<file path="src/rtl/layer_seq_pkg.sv">
// Shared encodings for the layer sequencer: FSM states, control-word command
// codes, ctrl0 field positions and small phase-ordering helpers.
package layer_seq_pkg;

  typedef enum logic [2:0] {
    ST_IDLE   = 3'd0,
    ST_FETCH  = 3'd1,
    ST_WEIGHT = 3'd2,
    ST_BIAS   = 3'd3,
    ST_RUN    = 3'd4,
    ST_GAP    = 3'd5,
    ST_DONE   = 3'd6,
    ST_ERR    = 3'd7
  } seq_state_e;

  localparam logic [1:0] CMD_IDLE   = 2'b00;
  localparam logic [1:0] CMD_WEIGHT = 2'b01;
  localparam logic [1:0] CMD_BIAS   = 2'b10;
  localparam logic [1:0] CMD_RUN    = 2'b11;

  localparam int CMD_LSB    = 0;
  localparam int SKIP_W_BIT = 2;
  localparam int SKIP_B_BIT = 3;

  // Phases run WEIGHT, BIAS, RUN; prev = ST_FETCH asks for the first phase of a layer.
  function automatic seq_state_e next_phase(input seq_state_e prev, input logic skip_w,
                                            input logic skip_b);
    seq_state_e nxt;
    case (prev)
      ST_FETCH: begin
        if (!skip_w)      nxt = ST_WEIGHT;
        else if (!skip_b) nxt = ST_BIAS;
        else              nxt = ST_RUN;
      end
      ST_WEIGHT: begin
        if (!skip_b) nxt = ST_BIAS;
        else         nxt = ST_RUN;
      end
      default: nxt = ST_RUN;
    endcase
    return nxt;
  endfunction

  function automatic logic [1:0] phase_cmd(input seq_state_e st);
    logic [1:0] cmd;
    case (st)
      ST_WEIGHT: cmd = CMD_WEIGHT;
      ST_BIAS:   cmd = CMD_BIAS;
      ST_RUN:    cmd = CMD_RUN;
      default:   cmd = CMD_IDLE;
    endcase
    return cmd;
  endfunction

  function automatic logic [31:0] with_cmd(input logic [31:0] word, input logic [1:0] cmd);
    logic [31:0] w;
    w = word;
    w[CMD_LSB +: 2] = cmd;
    return w;
  endfunction

endpackage

</file>
<file path="src/rtl/layer_sequencer_if.sv">
// Control channel between the layer sequencer and control_unit: three control
// words out, three one-cycle finish pulses back.
interface layer_sequencer_if;
  logic [31:0] axi_control_0;
  logic [31:0] axi_control_1;
  logic [31:0] axi_control_2;
  logic        write_weight_finish;
  logic        write_bias_finish;
  logic        layer_finish;

  modport master (
    output axi_control_0, axi_control_1, axi_control_2,
    input  write_weight_finish, write_bias_finish, layer_finish
  );

  modport slave (
    input  axi_control_0, axi_control_1, axi_control_2,
    output write_weight_finish, write_bias_finish, layer_finish
  );
endinterface

</file>
<file path="src/rtl/layer_sequencer_desc_ram.sv">
// Per-layer descriptor table: three 32-bit words per entry, word-granular
// writes and one registered read port (old data on a same-address collision).
module layer_desc_ram #(
  parameter int DEPTH = 16,
  parameter int AW    = 4
) (
  input  logic          clk,
  input  logic [2:0]    wr_en,
  input  logic [AW-1:0] wr_addr,
  input  logic [31:0]   wr_data,
  input  logic          rd_en,
  input  logic [AW-1:0] rd_addr,
  output logic [95:0]   rd_data
);

  logic [31:0] word0_r [DEPTH];
  logic [31:0] word1_r [DEPTH];
  logic [31:0] word2_r [DEPTH];
  logic [95:0] rd_data_r;

  // Table storage and registered read; contents are intentionally not reset.
  always_ff @(posedge clk) begin
    if (wr_en[0]) word0_r[wr_addr] <= wr_data;
    if (wr_en[1]) word1_r[wr_addr] <= wr_data;
    if (wr_en[2]) word2_r[wr_addr] <= wr_data;
    if (rd_en)    rd_data_r <= {word2_r[rd_addr], word1_r[rd_addr], word0_r[rd_addr]};
  end

  assign rd_data = rd_data_r;

endmodule

</file>
<file path="src/rtl/layer_sequencer.sv">
// Autonomous layer scheduler: walks the descriptor table and drives weight,
// bias and compute phases to control_unit, advancing on finish pulses.
module layer_sequencer
  import layer_seq_pkg::*;
#(
  parameter int MAX_LAYERS = 16,
  parameter int LAYER_AW   = 4,
  parameter int TO_WIDTH   = 24
) (
  input  logic                clk,
  input  logic                rst,
  input  logic                desc_wr_en,
  input  logic [LAYER_AW-1:0] desc_wr_addr,
  input  logic [1:0]          desc_wr_word,
  input  logic [31:0]         desc_wr_data,
  input  logic [LAYER_AW:0]   num_layers,
  input  logic [TO_WIDTH-1:0] timeout_limit,
  input  logic                start,
  input  logic                abort,
  layer_sequencer_if.master   ctl,
  output logic                busy,
  output logic                done,
  output logic                error,
  output logic [LAYER_AW-1:0] cur_layer,
  output logic [2:0]          state_o
);

  localparam logic [LAYER_AW:0]   LAYER_ONE = {{LAYER_AW{1'b0}}, 1'b1};
  localparam logic [TO_WIDTH-1:0] TO_ONE    = {{(TO_WIDTH-1){1'b0}}, 1'b1};

  seq_state_e          state_r, prev_r;
  logic                busy_r, done_r, error_r;
  logic                skip_w_r, skip_b_r;
  logic [LAYER_AW:0]   layer_r, num_r;
  logic [TO_WIDTH-1:0] to_cnt_r;
  logic [31:0]         ctrl0_r, ctrl1_r, ctrl2_r;

  logic [2:0]          wr_en_s;
  logic                start_ok_s, last_layer_s, adv_layer_s, rd_en_s;
  logic                phase_fin_s, to_hit_s;
  logic [LAYER_AW-1:0] rd_addr_s;
  logic [LAYER_AW:0]   next_layer_s;
  logic [TO_WIDTH-1:0] to_next_s;
  logic [95:0]         rd_data_s;
  seq_state_e          fetch_phase_s, gap_phase_s;

  // Descriptor write decode; the table is frozen while a sequence is running.
  always_comb begin
    wr_en_s = 3'b000;
    if (desc_wr_en && !busy_r) begin
      case (desc_wr_word)
        2'd0:    wr_en_s = 3'b001;
        2'd1:    wr_en_s = 3'b010;
        2'd2:    wr_en_s = 3'b100;
        default: wr_en_s = 3'b000;
      endcase
    end else begin
      wr_en_s = 3'b000;
    end
  end

  // The table read is launched on the edge into FETCH so the words are ready inside FETCH.
  always_comb begin
    start_ok_s   = (state_r == ST_IDLE) && start && !abort && (num_layers != '0);
    next_layer_s = layer_r + LAYER_ONE;
    last_layer_s = (next_layer_s == num_r);
    adv_layer_s  = (state_r == ST_GAP) && (prev_r == ST_RUN) && !last_layer_s && !abort;
    rd_en_s      = start_ok_s || adv_layer_s;
    if (start_ok_s) rd_addr_s = '0;
    else            rd_addr_s = next_layer_s[LAYER_AW-1:0];
  end

  // Phase completion, timeout detection and next-phase selection.
  always_comb begin
    phase_fin_s   = ((state_r == ST_WEIGHT) && ctl.write_weight_finish) ||
                    ((state_r == ST_BIAS)   && ctl.write_bias_finish)   ||
                    ((state_r == ST_RUN)    && ctl.layer_finish);
    to_next_s     = to_cnt_r + TO_ONE;
    to_hit_s      = (timeout_limit != '0) && (to_next_s == timeout_limit);
    fetch_phase_s = next_phase(ST_FETCH, rd_data_s[SKIP_W_BIT], rd_data_s[SKIP_B_BIT]);
    gap_phase_s   = next_phase(prev_r, skip_w_r, skip_b_r);
  end

  layer_desc_ram #(
    .DEPTH (MAX_LAYERS),
    .AW    (LAYER_AW)
  ) u_desc_ram (
    .clk     (clk),
    .wr_en   (wr_en_s),
    .wr_addr (desc_wr_addr),
    .wr_data (desc_wr_data),
    .rd_en   (rd_en_s),
    .rd_addr (rd_addr_s),
    .rd_data (rd_data_s)
  );

  // Sequencer FSM with its counters and registered outputs.
  always_ff @(posedge clk) begin
    if (rst) begin
      state_r  <= ST_IDLE;
      prev_r   <= ST_IDLE;
      busy_r   <= 1'b0;
      done_r   <= 1'b0;
      error_r  <= 1'b0;
      skip_w_r <= 1'b0;
      skip_b_r <= 1'b0;
      layer_r  <= '0;
      num_r    <= '0;
      to_cnt_r <= '0;
      ctrl0_r  <= 32'h0000_0000;
      ctrl1_r  <= 32'h0000_0000;
      ctrl2_r  <= 32'h0000_0000;
    end else if (abort) begin
      state_r <= ST_IDLE;
      busy_r  <= 1'b0;
      done_r  <= 1'b0;
      ctrl0_r <= with_cmd(ctrl0_r, CMD_IDLE);
    end else begin
      done_r <= 1'b0;
      case (state_r)
        ST_IDLE: begin
          if (start) begin
            error_r <= 1'b0;
            if (num_layers == '0) begin
              state_r <= ST_DONE;
              done_r  <= 1'b1;
            end else begin
              state_r <= ST_FETCH;
              busy_r  <= 1'b1;
              layer_r <= '0;
              num_r   <= num_layers;
            end
          end
        end
        ST_FETCH: begin
          ctrl0_r  <= with_cmd(rd_data_s[31:0], phase_cmd(fetch_phase_s));
          ctrl1_r  <= rd_data_s[63:32];
          ctrl2_r  <= rd_data_s[95:64];
          skip_w_r <= rd_data_s[SKIP_W_BIT];
          skip_b_r <= rd_data_s[SKIP_B_BIT];
          to_cnt_r <= '0;
          state_r  <= fetch_phase_s;
        end
        ST_WEIGHT, ST_BIAS, ST_RUN: begin
          if (phase_fin_s) begin
            state_r <= ST_GAP;
            prev_r  <= state_r;
            ctrl0_r <= with_cmd(ctrl0_r, CMD_IDLE);
          end else if (to_hit_s) begin
            state_r <= ST_ERR;
            error_r <= 1'b1;
            ctrl0_r <= with_cmd(ctrl0_r, CMD_IDLE);
          end else begin
            to_cnt_r <= to_next_s;
          end
        end
        ST_GAP: begin
          if (prev_r != ST_RUN) begin
            state_r  <= gap_phase_s;
            ctrl0_r  <= with_cmd(ctrl0_r, phase_cmd(gap_phase_s));
            to_cnt_r <= '0;
          end else if (last_layer_s) begin
            state_r <= ST_DONE;
            done_r  <= 1'b1;
          end else begin
            state_r <= ST_FETCH;
            layer_r <= next_layer_s;
          end
        end
        ST_DONE, ST_ERR: begin
          state_r <= ST_IDLE;
          busy_r  <= 1'b0;
        end
        default: begin
          state_r <= ST_IDLE;
          busy_r  <= 1'b0;
        end
      endcase
    end
  end

  assign ctl.axi_control_0 = ctrl0_r;
  assign ctl.axi_control_1 = ctrl1_r;
  assign ctl.axi_control_2 = ctrl2_r;
  assign busy      = busy_r;
  assign done      = done_r;
  assign error     = error_r;
  assign cur_layer = layer_r[LAYER_AW-1:0];
  assign state_o   = state_r;

endmodule
</file>
<file path="src/flat_wrapper.sv">
// flat-port wrapper written by rule: the top's interface ports become plain ports
module layer_sequencer_flat import layer_seq_pkg::*;
#(
  parameter int MAX_LAYERS = 16,
  parameter int LAYER_AW   = 4,
  parameter int TO_WIDTH   = 24
)
  (clk, rst, desc_wr_en, desc_wr_addr, desc_wr_word, desc_wr_data, num_layers, timeout_limit, start, abort, busy, done, error, cur_layer, state_o, ctl_axi_control_0, ctl_axi_control_1, ctl_axi_control_2, ctl_write_weight_finish, ctl_write_bias_finish, ctl_layer_finish);
  layer_sequencer_if ctl_i ();
  input  logic clk;
  input  logic rst;
  input  logic desc_wr_en;
  input  logic [LAYER_AW-1:0] desc_wr_addr;
  input  logic [1:0] desc_wr_word;
  input  logic [31:0] desc_wr_data;
  input  logic [LAYER_AW:0] num_layers;
  input  logic [TO_WIDTH-1:0] timeout_limit;
  input  logic start;
  input  logic abort;
  output logic busy;
  output logic done;
  output logic error;
  output logic [LAYER_AW-1:0] cur_layer;
  output logic [2:0] state_o;
  output wire logic [$bits(ctl_i.axi_control_0)-1:0] ctl_axi_control_0;
  output wire logic [$bits(ctl_i.axi_control_1)-1:0] ctl_axi_control_1;
  output wire logic [$bits(ctl_i.axi_control_2)-1:0] ctl_axi_control_2;
  input wire logic [$bits(ctl_i.write_weight_finish)-1:0] ctl_write_weight_finish;
  input wire logic [$bits(ctl_i.write_bias_finish)-1:0] ctl_write_bias_finish;
  input wire logic [$bits(ctl_i.layer_finish)-1:0] ctl_layer_finish;
  assign ctl_axi_control_0 = ctl_i.axi_control_0;
  assign ctl_axi_control_1 = ctl_i.axi_control_1;
  assign ctl_axi_control_2 = ctl_i.axi_control_2;
  assign ctl_i.write_weight_finish = ctl_write_weight_finish;
  assign ctl_i.write_bias_finish = ctl_write_bias_finish;
  assign ctl_i.layer_finish = ctl_layer_finish;
  layer_sequencer #(.MAX_LAYERS(MAX_LAYERS), .LAYER_AW(LAYER_AW), .TO_WIDTH(TO_WIDTH)) u_core (.clk(clk), .rst(rst), .desc_wr_en(desc_wr_en), .desc_wr_addr(desc_wr_addr), .desc_wr_word(desc_wr_word), .desc_wr_data(desc_wr_data), .num_layers(num_layers), .timeout_limit(timeout_limit), .start(start), .abort(abort), .ctl(ctl_i), .busy(busy), .done(done), .error(error), .cur_layer(cur_layer), .state_o(state_o));
endmodule
</file>
<file path="config.mk">
export PLATFORM = sky130hd
export DESIGN_NAME = layer_sequencer_flat
export DESIGN_NICKNAME = d
export VERILOG_FILES = /design/src/rtl/layer_seq_pkg.sv /design/src/rtl/layer_sequencer_if.sv /design/src/rtl/layer_sequencer_desc_ram.sv /design/src/rtl/layer_sequencer.sv /design/src/flat_wrapper.sv
export SDC_FILE = /design/constraint.sdc
export NUM_CORES = 2
export LEC_CHECK = 0
export BUFFER_PORTS_ARGS = -buffer_cell sky130_fd_sc_hd__clkbuf_2
export CAP_MARGIN = 40
export CORE_MARGIN = 10
export CORE_UTILIZATION = 50
export DETAILED_ROUTE_END_ITERATION = 10
export HOLD_SLACK_MARGIN = 0.03
export PLACE_DENSITY = 0.65
export SLEW_MARGIN = 20
export SYNTH_ARGS = -nofsm -noshare
export SYNTH_HDL_FRONTEND = slang
export SYNTH_HIERARCHICAL = 1
export SYNTH_SLANG_ARGS = --single-unit
</file>
<file path="constraint.sdc">
create_clock -name clk -period 8.3 [get_ports clk]
set_clock_uncertainty 0.15 [all_clocks]
set_input_delay 1.66 -clock clk [delete_from_list [all_inputs] [get_ports clk]]
set_output_delay 1.66 -clock clk [all_outputs]
set_load 0.01 [all_outputs]
</file>
==> flow_metrics.env <==
export IMPL_htreeDepth=4
export IMPL_relSlewSlack=0.318
export IMPL_grt_pass1_vias=33900
export IMPL_hold_viol_final=0
export IMPL_cts_root_buffer="clkbuf_16"
export IMPL_core_area_sq_um=131000
export IMPL_hp_start="u_core/ctl.axi_control_1[10]$_SDFFE_PP0P_"
export IMPL_criticalPathCategory="input port to register"
export IMPL_wl_per_cell_um=29.5
export IMPL_dr_total_vias=33600
export IMPL_syn_to_final_growth_pct=14.4
export IMPL_power_mw=17.9
export IMPL_cp_end_kind="register"
export IMPL_worstRegToRegCells=10
export IMPL_cts_buffers=172
export IMPL_cap_violations=0
export IMPL_crit_fanout=137
export IMPL_clk_pin_slew_ns=0.06
export IMPL_cts_tree="done"
export IMPL_p_per_area_nw_per_um2=237
export IMPL_avgViaCountPerCell=6.10
export IMPL_min_to="u_core/ctl.axi_control_1[10]$_SDFFE_PP0P_"
export IMPL_dieArea_sq_um=147000
export IMPL_drc=0
export IMPL_hold_buffers=0
export IMPL_min_path_cells=2
export IMPL_post_route_period_util=0.546
export IMPL_syn_inst=3323
export IMPL_yosys_warnings=6
export IMPL_post_dp_hpwl_mm=87.4
export IMPL_final_common_cell="edfxtp_1"
export IMPL_finalSetupTns_ns=0
export IMPL_status="completed"
export IMPL_final_min_clock_period_ns=4.53
export IMPL_avgSynthCellArea_sq_um=19.9
export IMPL_reg2reg_slack_ns=4.07
export IMPL_antenna_found_initial=17
export IMPL_grt_overflow_total=0
export IMPL_layout_nets=3679
export IMPL_layout_drive_gt1_share=0.268
export IMPL_clkLatencyLatePin_ns=0.81
export IMPL_grt_setup_unrepaired="false"
export IMPL_layout_common_cells="1598 x edfxtp_1, 376 x mux4_2, 334 x nand2_1"
export IMPL_max_clock_path_buffers=3
export IMPL_fp_row_count=133
export IMPL_ant_nets=0
export IMPL_syn_nets=3400
export IMPL_r2r_end="u_core/u_desc_ram/rd_data[17]$_DFFE_PP_"
export IMPL_drtIter0Drc=3584
export IMPL_arrival_ns=4.92
export IMPL_die_w_um=383
export IMPL_cts_resized=0
export IMPL_setup_viol=0
export IMPL_dr_pass1_iters=7
export IMPL_grt_pass1_wl_mm=237
export IMPL_cp_required_ns=8.69
export IMPL_io_buffers=180
export IMPL_cts_setup_buffers=0
export IMPL_wl_mm=163
export IMPL_min_path_type="register to register"
export IMPL_io_pins=181
export IMPL_die_y_um=383
export IMPL_gp_congestion=0.789
export IMPL_slew_viol_final=0
export IMPL_initial_utilization=0.503
export IMPL_fmax_ghz=0.221
export IMPL_tightestPinTransition_ns=1.02
export IMPL_leakagePower_nw=23.9
export IMPL_timing_rr_start="u_core/state_o[0]$_SDFFE_PP0P_"
export IMPL_cp_start_kind="input port"
export IMPL_worst_ir_drop_vdd_uv=197
export IMPL_track_usage=0.221
export IMPL_cts_sinks=1739
export IMPL_synth_area_sq_um=66000
export IMPL_grt_max_degree=138
-- layer usage --
layer,wire [um],GRT usage
met1,67400,0.311
met2,76100,0.341
met3,15800,0.0622
met4,3210,0.0571
met5,181,0.00595
-- per-stage QoR --
stage	hold slack [ns]	util	setup WS (ns)	instance area (sq um)	instances
after CTS	0.304	0.575	3.89	75500	5502
final	0.303	0.575	3.77	75500	5510
after global placement	0.292	0.527	3.06	69200	5148
after global routing	0.317	0.575	3.73	75500	5506
after floorplan	0.312	-	3.21	66000	3323
after detailed placement	0.296	0.533	3.07	70000	5183
-- cell type report --
class / count / area [sq um]
Multi-Input combinational cell: 1364 / 14500
Inverter: 27 / 106
Tap cell: 1755 / 2200
Antenna cell: 8 / 20.0
Clock inverter: 92 / 823
Fill cell: 9600 / 55800
Sequential cell: 1739 / 50800
Clock buffer: 227 / 4650
Timing Repair Buffer: 298 / 2390
-- sequential cells by signal, summed over array words and instances, names as in the netlist --
signal,flops
u_core/u_desc_ram/word1_r,512
u_core/u_desc_ram/word2_r,512
u_core/u_desc_ram/word0_r,480
u_core/u_desc_ram/rd_data,94
u_core/ctl.axi_control_0,32
u_core/ctl.axi_control_1,32
u_core/ctl.axi_control_2,32
u_core/to_cnt_r,24
u_core/layer_r,5
u_core/num_r,5
u_core/prev_r,3
u_core/state_o,3
u_core/busy,1
u_core/done,1
u_core/error,1
u_core/skip_b_r,1
u_core/skip_w_r,1
-- worst max-delay path, stage by stage --
cell and delay (ns):
clkbuf_2 0.09, nor3_1 0.27, and2_1 0.21, nor3_2 0.11, buf_6 0.17, nor2b_4 0.17
buf_12 0.59, buf_12 0.57, mux4_2 0.41, a22oi_1 0.26, nand2_1 0.08
-- how the worst max path moves through the flow --
stage	start	cells after the start	endpoint	slack (ns)
6_report	num_layers[0]	11	u_core/u_desc_ram/rd_data[17]$_DFFE_PP_	3.77
5_1_grt	num_layers[0]	11	u_core/u_desc_ram/rd_data[86]$_DFFE_PP_	3.73
4_1_cts	num_layers[0]	11	u_core/u_desc_ram/rd_data[86]$_DFFE_PP_	3.89
3_5_place_dp	num_layers[0]	11	u_core/u_desc_ram/rd_data[86]$_DFFE_PP_	3.07
3_3_place_gp	num_layers[0]	7	u_core/u_desc_ram/rd_data[25]$_DFFE_PP_	3.06
2_1_floorplan	abort	4	u_core/u_desc_ram/rd_data[10]$_DFFE_PP_	3.21
-- where the power goes --
group	internal (mW)	switching, mW
Sequential	9.63	0.0381
Clock	4.30	3.25
Combinational	0.269	0.416
Power figures use the tool's default switching activity.
